$ cat src/rtl/fetch_unit_pkg.sv
// Shared parameters for the fetch unit: default address/instruction widths
// (stored as MSB index, so a bus is [SIZE:0]) and the FSM state encodings.
package fetch_unit_pkg;

   localparam int ADDR_SIZE  = 31;
   localparam int INSTR_SIZE = 31;

   localparam int ST_W = 3;

   localparam logic [ST_W-1:0] ST_IDLE  = 3'd0;
   localparam logic [ST_W-1:0] ST_REQ   = 3'd1;
   localparam logic [ST_W-1:0] ST_WAIT  = 3'd2;
   localparam logic [ST_W-1:0] ST_HOLD  = 3'd3;
   localparam logic [ST_W-1:0] ST_DRAIN = 3'd4;

endpackage

$ cat src/rtl/fetch_unit.sv
// Instruction fetch unit: one outstanding request to instruction memory, a
// one-entry buffer to absorb a response that arrives while decode is stalled,
// and a redirect (flush) path that drains any stale in-flight response.
// Optional feature macro: FETCH_MISALIGN_CHK_EN (word-aligns redirect targets
// and pulses fetch_misalign when the target had its low bits set).
module fetch_unit
   import fetch_unit_pkg::*;
#(
   parameter int          ADDR_SZ  = ADDR_SIZE,
   parameter int          INSTR_SZ = INSTR_SIZE,
   parameter int unsigned RESET_PC = 0,
   parameter int unsigned PC_STEP  = 4
) (
   input  logic                clk,
   input  logic                reset,
   input  logic                stall,
   input  logic                flush,
   input  logic [ADDR_SZ:0]    flush_pc,
   output logic                imem_req_valid,
   output logic [ADDR_SZ:0]    imem_req_addr,
   input  logic                imem_req_ready,
   input  logic                imem_resp_valid,
   input  logic [INSTR_SZ:0]   imem_resp_data,
   output logic [ADDR_SZ:0]    PC_out,
   output logic [INSTR_SZ:0]   instr_out,
   output logic                pipeline_out_valid,
   output logic                fetch_misalign
);

   localparam logic [ADDR_SZ:0] PC_RST  = (ADDR_SZ+1)'(RESET_PC);
   localparam logic [ADDR_SZ:0] PC_INCR = (ADDR_SZ+1)'(PC_STEP);

   logic [ST_W-1:0]   state;
   logic [ST_W-1:0]   state_nxt;
   logic [ADDR_SZ:0]  fetch_pc;
   logic [ADDR_SZ:0]  redirect_pc;

   logic [ADDR_SZ:0]  out_pc;
   logic [INSTR_SZ:0] out_instr;
   logic              out_valid;

   logic              buf_valid;
   logic [ADDR_SZ:0]  buf_pc;
   logic [INSTR_SZ:0] buf_instr;

   logic              req_fire;
   logic              load_resp;
   logic              load_buf;
   logic              cap_buf;
   logic              load;

   assign imem_req_valid     = (state == ST_REQ);
   assign imem_req_addr      = fetch_pc;
   assign req_fire           = imem_req_valid && imem_req_ready;
   assign load               = load_resp || load_buf;

   assign PC_out             = out_pc;
   assign instr_out          = out_instr;
   assign pipeline_out_valid = out_valid;

`ifdef FETCH_MISALIGN_CHK_EN
   logic misalign;

   assign redirect_pc    = {flush_pc[ADDR_SZ:2], 2'b00};
   assign fetch_misalign = misalign;

   // One-cycle pulse after a redirect to a non word-aligned target.
   always_ff @(posedge clk) begin
      if (reset)
         misalign <= 1'b0;
      else
         misalign <= flush && (flush_pc[1:0] != 2'b00);
   end
`else
   assign redirect_pc    = flush_pc;
   assign fetch_misalign = 1'b0;
`endif

   // Next-state and load decisions; flush overrides every normal transition.
   always_comb begin
      state_nxt = state;
      load_resp = 1'b0;
      load_buf  = 1'b0;
      cap_buf   = 1'b0;
      case (state)
         ST_IDLE:  state_nxt = ST_REQ;
         ST_REQ:   if (req_fire) state_nxt = ST_WAIT;
         ST_WAIT: begin
            if (imem_resp_valid) begin
               if (!stall) begin
                  load_resp = 1'b1;
                  state_nxt = ST_REQ;
               end else begin
                  cap_buf   = 1'b1;
                  state_nxt = ST_HOLD;
               end
            end
         end
         ST_HOLD: begin
            if (!stall && buf_valid) begin
               load_buf  = 1'b1;
               state_nxt = ST_REQ;
            end
         end
         ST_DRAIN: if (imem_resp_valid) state_nxt = ST_REQ;
         default:  state_nxt = ST_IDLE;
      endcase
      if (flush) begin
         load_resp = 1'b0;
         load_buf  = 1'b0;
         cap_buf   = 1'b0;
         // A response is still owed if a request was just accepted, or one
         // is outstanding and has not come back this cycle.
         if (req_fire || (((state == ST_WAIT) || (state == ST_DRAIN)) && !imem_resp_valid))
            state_nxt = ST_DRAIN;
         else
            state_nxt = ST_REQ;
      end
   end

   // FSM state register.
   always_ff @(posedge clk) begin
      if (reset)
         state <= ST_IDLE;
      else
         state <= state_nxt;
   end

   // Fetch PC: redirect on flush, advance once per instruction handed to decode.
   always_ff @(posedge clk) begin
      if (reset)
         fetch_pc <= PC_RST;
      else if (flush)
         fetch_pc <= redirect_pc;
      else if (load)
         fetch_pc <= fetch_pc + PC_INCR;
   end

   // Output register to decode: load, hold under stall, or bubble.
   always_ff @(posedge clk) begin
      if (reset) begin
         out_pc    <= '0;
         out_instr <= '0;
         out_valid <= 1'b0;
      end else if (flush) begin
         out_valid <= 1'b0;
      end else if (load_resp) begin
         out_pc    <= fetch_pc;
         out_instr <= imem_resp_data;
         out_valid <= 1'b1;
      end else if (load_buf) begin
         out_pc    <= buf_pc;
         out_instr <= buf_instr;
         out_valid <= 1'b1;
      end else if (!stall) begin
         out_valid <= 1'b0;
      end
   end

   // Skid buffer: catches the unstoppable response while decode is stalled.
   always_ff @(posedge clk) begin
      if (reset) begin
         buf_valid <= 1'b0;
         buf_pc    <= '0;
         buf_instr <= '0;
      end else if (flush) begin
         buf_valid <= 1'b0;
      end else if (cap_buf) begin
         buf_valid <= 1'b1;
         buf_pc    <= fetch_pc;
         buf_instr <= imem_resp_data;
      end else if (load_buf) begin
         buf_valid <= 1'b0;
      end
   end

endmodule

$ cat config.mk
export PLATFORM = sky130hd
export DESIGN_NAME = fetch_unit
export DESIGN_NICKNAME = d
export VERILOG_FILES = /design/src/rtl/fetch_unit_pkg.sv /design/src/rtl/fetch_unit.sv
export SDC_FILE = /design/constraint.sdc
export NUM_CORES = 1
export LEC_CHECK = 0
export CORE_ASPECT_RATIO = 0.7
export CORE_MARGIN = 3
export CORE_UTILIZATION = 45
export DETAILED_ROUTE_END_ITERATION = 12
export HOLD_SLACK_MARGIN = 0.15
export PLACE_DENSITY = 0.75
export RECOVER_POWER = 100
export SLEW_MARGIN = 20
export SYNTH_ARGS = -nofsm -noshare
export SYNTH_HDL_FRONTEND = slang
export SYNTH_SLANG_ARGS = --single-unit
$ cat constraint.sdc
create_clock -name clk -period 1.8 [get_ports clk]
set_clock_uncertainty 0.05 [all_clocks]
set_input_delay 0.18 -clock clk [delete_from_list [all_inputs] [get_ports clk]]
set_output_delay 0.18 -clock clk [all_outputs]
set_load 0.02 [all_outputs]
### After elaboration in Yosys (flattened, before gate mapping)

Cells that the tools add are included.

| operators by class | value |
|---|---|
| $add $sub $neg | 1 |
| multipliers | 0 |
| div/mod/pow operators | 0 |
| magnitude comparators | 0 |
| equality and inequality tests | 9 |
| shift-type cells | 0 |
| mux-type cells | 30 |
| bitwise logic cells | 1 |
| reductions and logical operators | 16 |

Operators by type and width:

| operator | count |
|---|---|
| $mux W32 | 6 |
| $add A32 B3 Y32 const B | 1 |
| $mux W3 | 6 |
| $mux W1 | 16 |
| $pmux W3 S5 | 1 |
| $ne A3 B3 Y1 const B | 3 |
| $eq A3 B2 Y1 const B | 2 |
| $reduce_bool A2 Y1 | 3 |
| $reduce_and A2 Y1 | 2 |
| $reduce_and A4 Y1 | 1 |
| $eq A3 B1 Y1 const B | 1 |
| $eq A3 B3 Y1 const B | 1 |
| $logic_and A1 B1 Y1 | 3 |
| $logic_not A3 Y1 | 1 |
| $logic_or A1 B1 Y1 | 3 |
| $ne A3 B1 Y1 const B | 1 |
| $ne A3 B2 Y1 const B | 1 |
| $logic_not A1 Y1 | 2 |
| $mux W2 | 1 |
| $reduce_or A2 Y1 | 1 |
| $not A1 Y1 | 1 |

| word-level totals | value |
|---|---|
| register bits after elaboration | 165 |
| latch bits | 0 |
| RAM bits | 0 |
| memory bits (read-only) | 0 |
| output and inout port bits | 99 |
| word-level logic and storage cells | 65 |
| memories kept | 0 |

### Logic depth before layout (Yosys ltp)

Gate-level depths: netlist of run 1.

| logic depth | value |
|---|---|
| depth in word-level cells | 8 |
| gate-level depth with buffers | 9 |
| depth with buffers taken out | 6 |

### Least setup slack after synthesis of run 1

Ideal clock, no wire load.

| timing | value |
|---|---|
| path kind | reg2reg |
| start point | register fetch_pc[2], in the netlist imem_req_addr[2] |
| end point | register fetch_pc[14], in the netlist imem_req_addr[14] |
| arrival | 1834 ps |
| data required time | 1680 ps |
| setup slack | -155 ps |
| stages on the path, launching flop included | 7 |
| path buffers | 0 |
| period minus slack after synthesis | 1955 ps |
| cells stage by stage | dfxtp_1 -> ha_1 -> and4_1 -> nand3_1 -> nor3_1 -> mux2_1 -> a21oi_1 |

| between the ends | value |
|---|---|
| longest elaborated chain between the ends | 3 |

RTL lines:

| what | line | source |
|---|---|---|
| from (decl) | fetch_unit.sv:35 | `logic [ADDR_SZ:0] fetch_pc;` |
| from (signal assigned) | fetch_unit.sv:134 | `fetch_pc <= redirect_pc;` |
| from (signal assigned) | fetch_unit.sv:136 | `fetch_pc <= fetch_pc + PC_INCR;` |
| $add A32 B3 Y32 | fetch_unit.sv:136 |  |
| $mux W32 | fetch_unit.sv:135 | `else if (load)` |
| $mux W32 | fetch_unit.sv:133 | `else if (flush)` |

No other way between the ends. The select of a mux whose other input is x is not followed.
A chain may end at the register's enable or synchronous reset.

### Worst setup path after layout of run 1

| timing | value |
|---|---|
| start point | register state[2] |
| end point | register out_pc[28], in the netlist PC_out[28] |

| between the ends | value |
|---|---|
| longest elaborated chain between the ends | 5 |
| elaborated cells on any way between the ends | 9 |
| those cells by class | eq/ne: 2; mux: 5; reduce/logical: 2 |

RTL lines:

| what | line | source |
|---|---|---|
| from (decl) | fetch_unit.sv:33 | `logic [ST_W-1:0] state;` |
| from (signal assigned) | fetch_unit.sv:126 | `state <= state_nxt;` |
| $eq A3 B2 Y1 | fetch_unit.sv:85 | `case (state)` |
| $mux W1 | fetch_unit.sv:85 |  |
| $mux W1 | fetch_unit.sv:108 | `if (flush) begin` |
| $reduce_bool A2 Y1 (no source line) | n/a |  |
| $reduce_and A2 Y1 (no source line) | n/a |  |
| to (signal assigned) | fetch_unit.sv:148 | `out_pc <= fetch_pc;` |
| to (signal assigned) | fetch_unit.sv:152 | `out_pc <= buf_pc;` |
| to (decl) | fetch_unit.sv:38 | `logic [ADDR_SZ:0] out_pc;` |

Several ways; a longest one is shown, not always the timed one.

==> impl_metrics.toml, run 1 <==
[run_status]
status = "finished with violations"
violations = "setup timing"

[worst_setup_path]
path_cells = "nor4b_4, buf_4, and3_4, buf_12, mux2i_1, a211oi_1"
cp_slowest_cell = "dfxtp_2"
setup.worst_path.class = "flip-flop to flip-flop"
ff2ff_setup_slack_ns = -0.03
crit_required_ns = 2.05
critPathCaptureType = "flip-flop"
crit_arrival_ns = 2.08
ff2ff_path_depth = 6
r2r_end = "PC_out[28]"
start_kind = "flip-flop"
cpPeakStageDelay_ns = 0.35
path_delay_family = "simple AND/OR/NAND/NOR gates"
crit_buf_inv = 2
crit_fanout = 7
reg2reg_from = "state[2]"

[finish]
final_nets = 1120
fin_cells = 1262
final_common_cell = "dfxtp_1"
syn2layout_area_growth_pct = 45.5
n_antenna_cell = 0
final_cell_mix = "157 x dfxtp_1, 151 x nand2_1, 151 x clkdlybuf4s50_1"
drive_above_1_share = 0.168
stdcell_area_sq_um = 10500
fill_cells = 1247
regArea_sq_um = 3310
multiInputGateArea_sq_um = 3670

[global_routing]
grt_max_degree = 52
grt-ovfl-total = 0
antenna_found_initial = 0
grt_usage = 0.228
grt_pass1_wl_um = 32700
grt_pass1_vias = 6378

[pwr]
powerDensity_nw_per_um2 = 774
vdd_ir_drop_max_v = 0.000599
p_leak_nw = 3.83

[synth]
synth.avg_cell_area_sq_um = 8.60
synth.distinct_cells = 57
synth_fp_nets = 911
ys.flop_type = "dfxtp_1"
synthMuxAreaShare = 0.0994
yosys_warnings = 0
synth_area_sq_um = 7230
ys_seq_area_frac = 0.457
synthCells = 840
synth_top_cell_by_area = "dfxtp_1"
yosysTopAreaCellShare = 0.457
synth-async-reset-ratio = 0
synthSimpleGateAreaFrac = 0.193
synth_xor_area_frac = 0.0182
synth_top_family_by_area = "simple AND/OR/NAND/NOR gates"
yosys-top-cells-area = "dfxtp_1 46%, mux2i_1 9.3%, nand2_1 7.9%, a211oi_1 7.2%, a21oi_1 5.8%"
synth_compound_area_frac = 0.171
synth_fa_ha_area_frac = 0.00173
synth_edf_count = 0
ys_ff_latch = 165

[route]
dr_total_vias = 6936
drcViolationCount = 0
viasPerCell = 5.50
ant_nets = 0
wl_per_cell_um = 17.1
drt_wl_total_um = 21600
firstDrtPassIters = 8
drt_iter0_drc = 596

[timing]
slew_violations = 0
tns_ns = -0.0309
hold_viol_final = 0
fmax_ghz = 0.548
grt_setup_unrepaired = "true"
fin_ws_ns = -0.0256
period_needed_ns = 1.83
min_period_over_period = 1.01
finalSetupViolations = 3

[place]
io_buffer_count = 167
gp_congestion = 0.832
place_inst = 1219
placed_area_sq_um = 9610
hpwl_um = 14200

[clock_network]
cts_tree = "done"
clkLatencyLatePin_ns = 0.42
cts.path.max_buffers = 2
cts_root_buffer = "clkbuf_16"
clk_pin_slew_ns = 0.07
numCtsBuffers = 17
h-tree-depth = 4
clock-sinks = 165

[floorplanning]
die_y_um = 112
rows = 38
initial_core_util = 0.463
io_pins = 169
die_w_um = 157
core_sq_um = 15600
die_area_sq_um = 17600

[hold_path]
worstHoldEndpoint = "imem_req_addr[14]"
hp-class = "input pin to flip-flop"
hold_start = "flush_pc[14]"
min_path_cells = 3

[run]
maxCapViolCount = 0
[what timing repair did]
action,CTS,global route
gates resized for setup,5,47
gates cloned,0,7
setup endpoints to repair,22,117
pin swaps,2,19
buffers inserted,0,3
endpoints found under the hold margin,9,0
hold buffers,1,0
[worst register-to-register path, delay by kind of cell (launching register included)]
family,cells,cell delay (ns)
compound gates,1,0.10
buf+inv,2,0.35
flops,1,0.35
mux,1,0.26
simple gates,2,0.61
[synth_stat cells, drive strengths merged (2+ instances only)]
master / number
a211oi: 70
a21oi: 84
a22oi: 3
a31oi: 11
a32oi: 2
and2: 7
and3: 5
and4: 8
buf: 24
clkbuf: 51
dfxtp: 165
inv: 10
mux2: 3
mux2i: 68
nand2: 152
nand2b: 2
nand3: 9
nand4: 12
nor2: 81
nor3: 17
nor3b: 2
nor4: 5
o211ai: 2
o21ai: 3
o21bai: 3
o22ai: 6
o31a: 3
or3: 2
xnor2: 10
xor2: 5
[routing by layer]
layer,up-vias,track usage,part of all wire
li1,3379,-,-
met1,3287,0.340,0.49
met2,253,0.337,0.43
met3,17,0.0613,0.074
met4,0,0.0399,0.0092
met5,-,0,0
[logic make-up after synthesis]
logic type	after synthesis
buffers and inverters	86
xor gates and xnor gates	15
adders and majority gates	1
muxes	71
AOI/OAI and AO/OA	193
DFF	165
and+or+nand+nor	308
other	1
[where the power goes]
part / internal [mW] / leakage, nW / switching [mW] / total (mW)
combinational: 0.381 / 2.21 / 0.377 / 0.758
sequential: 3.71 / 1.34 / 0.0481 / 3.76
clock: 1.98 / 0.282 / 1.64 / 3.63
total: 6.07 / 3.83 / 2.07 / 8.14
[worst max-delay path by stage]
stage	start	end	slack (ns)	depth (start not counted)
2_1_floorplan	imem_req_addr[9]	imem_req_addr[17]	-0.02	6
3_3_place_gp	stall	imem_req_addr[4]	-0.33	7
3_5_place_dp	stall	imem_req_addr[4]	-0.38	7
4_1_cts	state[0]	imem_req_addr[17]	0.0002	7
5_1_grt	state[2]	PC_out[9]	-0.07	6
6_report	state[2]	PC_out[28]	-0.03	6
[area by class of cell]
cell class	count	share of cell area
Clock buffer	18	0.0417
Clock inverter	14	0.0132
Inverter	11	0.00392
Multi-Input combinational cell	590	0.348
Sequential cell	165	0.315
Tap cell	200	0.0238
Timing Repair Buffer	264	0.254
[state kept, by name, indices dropped and copies added (netlist names)]
name,flops
buf_valid,1
pipeline_out_valid,1
state,3
imem_req_addr,32
instr_out,32
PC_out,32
buf_pc,32
buf_instr,32
[per-stage QoR]
step            util  setup slack (ns)  hold slack (ns)  total power [mW]
6_report       0.675           -0.0256            0.274              8.14
4_1_cts        0.654          0.000156            0.263              8.18
3_3_place_gp   0.616            -0.328            0.392              4.58
5_1_grt        0.675           -0.0692            0.285              8.42
2_1_floorplan      -           -0.0208            0.266              4.14
3_5_place_dp   0.616            -0.385            0.397              4.58
No activity file was read; power rests on OpenSTA's default activity.
==> inputs of run 2 (changes only) <==
--- a/config.mk
+++ b/config.mk
@@ -7,10 +7,12 @@
 export LEC_CHECK = 0
 export CORE_ASPECT_RATIO = 0.7
 export CORE_MARGIN = 3
-export CORE_UTILIZATION = 45
+export CORE_UTILIZATION = 57
 export DETAILED_ROUTE_END_ITERATION = 12
+export DONT_BUFFER_PORTS = 1
+export GPL_ROUTABILITY_DRIVEN = 0
 export HOLD_SLACK_MARGIN = 0.15
-export PLACE_DENSITY = 0.75
+export PLACE_DENSITY = 0.74
 export RECOVER_POWER = 100
 export SLEW_MARGIN = 20
 export SYNTH_ARGS = -nofsm -noshare
==> run 2 against run 1 <==
The flow finishes with violations (hold timing, setup timing). Via count down 8.6%. Sequential power is essentially flat. Register-to-register slack better by 0.02 ns. Sequential cell count is the same. Sequential share of layout area grew 7.4 points. Combinational power shrank 47%. Power decreased by 4.8%. Largest power group unchanged.
==> impl_metrics.toml, run 2 (synthesis gave the netlist of run 1 again) <==
[route]
wl_met1_um = 8420
drcViolationCount = 0
dr_total_vias = 6342
routed-wl-met2_um = 9510
wl_per_cell_um = 19.4
drt_iter0_drc = 495
firstDrtPassIters = 7
top_layer = "met5"
viasPerCell = 6.13
wl_met3_um = 1860
drt_wl_total_um = 20100
ant_nets = 0

[clock_network]
clk_pin_slew_ns = 0.06
clkLatencyLatePin_ns = 0.41
cts_tree = "done"
cts_hold_buf = 11
cts.path.max_buffers = 2
h-tree-depth = 4
cts_root_buffer = "clkbuf_16"
numCtsBuffers = 17
clock-sinks = 165

[timing]
fin_ws_ns = -0.00301
finalSetupViolations = 1
hold_ws_ns = -0.194
grt_setup_unrepaired = "true"
slew-limit-headroom = 0.615
slew_violations = 0
period_needed_ns = 1.80
max_slew.worst_pin.slew_ns = 0.578
fmax_ghz = 0.555
min_period_over_period = 1.00
hold_viol_final = 119

[floorplanning]
die_y_um = 100
die_area_sq_um = 14100
io_pins = 169
core_sq_um = 12100
initial_core_util = 0.600
die_w_um = 141
rows = 33

[finish]
final_cell_mix = "161 x dfxtp_1, 151 x nand2_1, 84 x a21oi_1"
drive_above_1_share = 0.158
regArea_sq_um = 3310
layout.core_utilization = 0.706
n_antenna_cell = 0
final_common_cell = "dfxtp_1"
syn2layout_area_growth_pct = 17.7
multiInputGateArea_sq_um = 3740
fill_cells = 962
final_nets = 935
stdcell_area_sq_um = 8510

[worst_setup_path]
crit_fanout = 17
reg2reg_from = "state[2]"
critPathCaptureType = "flip-flop"
ff2ff_setup_slack_ns = -0.003
r2r_end = "PC_out[29]"
crit_required_ns = 2.03
cp-startpoint = "state[2]"
ff2ff_path_depth = 6
start_kind = "flip-flop"
setup.worst_path.class = "flip-flop to flip-flop"
crit_arrival_ns = 2.03

[global_routing]
grt_usage = 0.280
grt_pass1_wl_um = 32200
grt_max_degree = 169
antenna_found_initial = 1
grt_pass1_vias = 6297
grt-ovfl-total = 0

[place]
hpwl_um = 13100
io_buffer_count = 0
placed_area_sq_um = 7690
dp_worst_setup_slack_ns = -0.0814

[run_status]
violations = "hold timing, setup timing"
status = "finished with violations"

[hold_path]
worstHoldEndpoint = "instr_out[26]"
hp-class = "input pin to flip-flop"
hold_start = "reset"
min_path_cells = 1

[pwr]
p_leak_nw = 2.82
p_total_mw = 7.75
powerDensity_nw_per_um2 = 911
vdd_ir_drop_max_v = 0.000758

[run]
maxCapViolCount = 0
run 2: cell count changes in the layout (fill, tap and decap cells not counted), moves of 8 or more:
cell             delta
dlymetal6s2s_1     -12
a211oi_2            +8
clkbuf_1           +24
clkdlybuf4s50_1   -151
buf_4              -46
a211oi_1            -8
dlygate4sd3_1       +8
run 2: area by class of cell:
class	count	share of cell area
inverter	11	0.00485
clock inverter	14	0.0175
timing repair buffer	79	0.0757
tap	157	0.0231
clock buffer	18	0.0504
multi-input combinational	590	0.440
sequential	165	0.389
run 2: repair_timing:
item,CTS,global route
endpoints found under the hold margin,165,159
pin swaps,4,14
setup buffers,0,3
endpoints found under the setup margin,35,141
gates cloned,1,1
resized for setup,8,41
run 2: through the flow:
| step | cells | TNS (ns) | hold WS [ns] |
|---|---|---|---|
| 2_1_floorplan | 840 | -0.0427 | 0.266 |
| 4_1_cts | 1031 | -0.00179 | -0.222 |
| 6_report | 1034 | -0.00301 | -0.194 |
| 3_5_place_dp | 987 | -0.241 | 0.214 |
| 3_3_place_gp | 987 | -0.00461 | 0.211 |
| 5_1_grt | 1034 | -1.64 | -0.223 |
run 2: report_power, final:
part           internal [mW]  total (mW)  switching (mW)
registers               3.71        3.77          0.0644
logic                  0.151       0.400           0.248
clock network           2.06        3.58            1.52
run 2: how the worst max path moves through the flow:
| stage | endpoint |
|---|---|
| final | PC_out[29] |
| after global placement | imem_req_addr[14] |
| after global routing | PC_out[29] |
| after floorplan | imem_req_addr[17] |
| after CTS | PC_out[17] |
| after detailed placement | PC_out[17] |
run 2: worst max-delay path: stages (launching register included):
cell,delay (ns)
dfxtp_2,0.34
nor4b_4,0.27
buf_4,0.18
and3_4,0.26
buf_12,0.20
mux2i_2,0.26
a211oi_1,0.10
run 2: per-layer routing:
layer	vias up	track usage
met1	3045	0.357
li1	2993	-
met2	273	0.464
met3	29	0.0833
met5	-	0
met4	2	0.0819
==> inputs of run 3 (changes only) <==
--- a/config.mk
+++ b/config.mk
@@ -8,6 +8,7 @@
 export CORE_ASPECT_RATIO = 0.7
 export CORE_MARGIN = 3
 export CORE_UTILIZATION = 57
+export CTS_CLUSTER_SIZE = 8
 export DETAILED_ROUTE_END_ITERATION = 12
 export DONT_BUFFER_PORTS = 1
 export GPL_ROUTABILITY_DRIVEN = 0
==> results of run 3 <==
The final DEF is identical to that of run 2; final timing and power are the same.
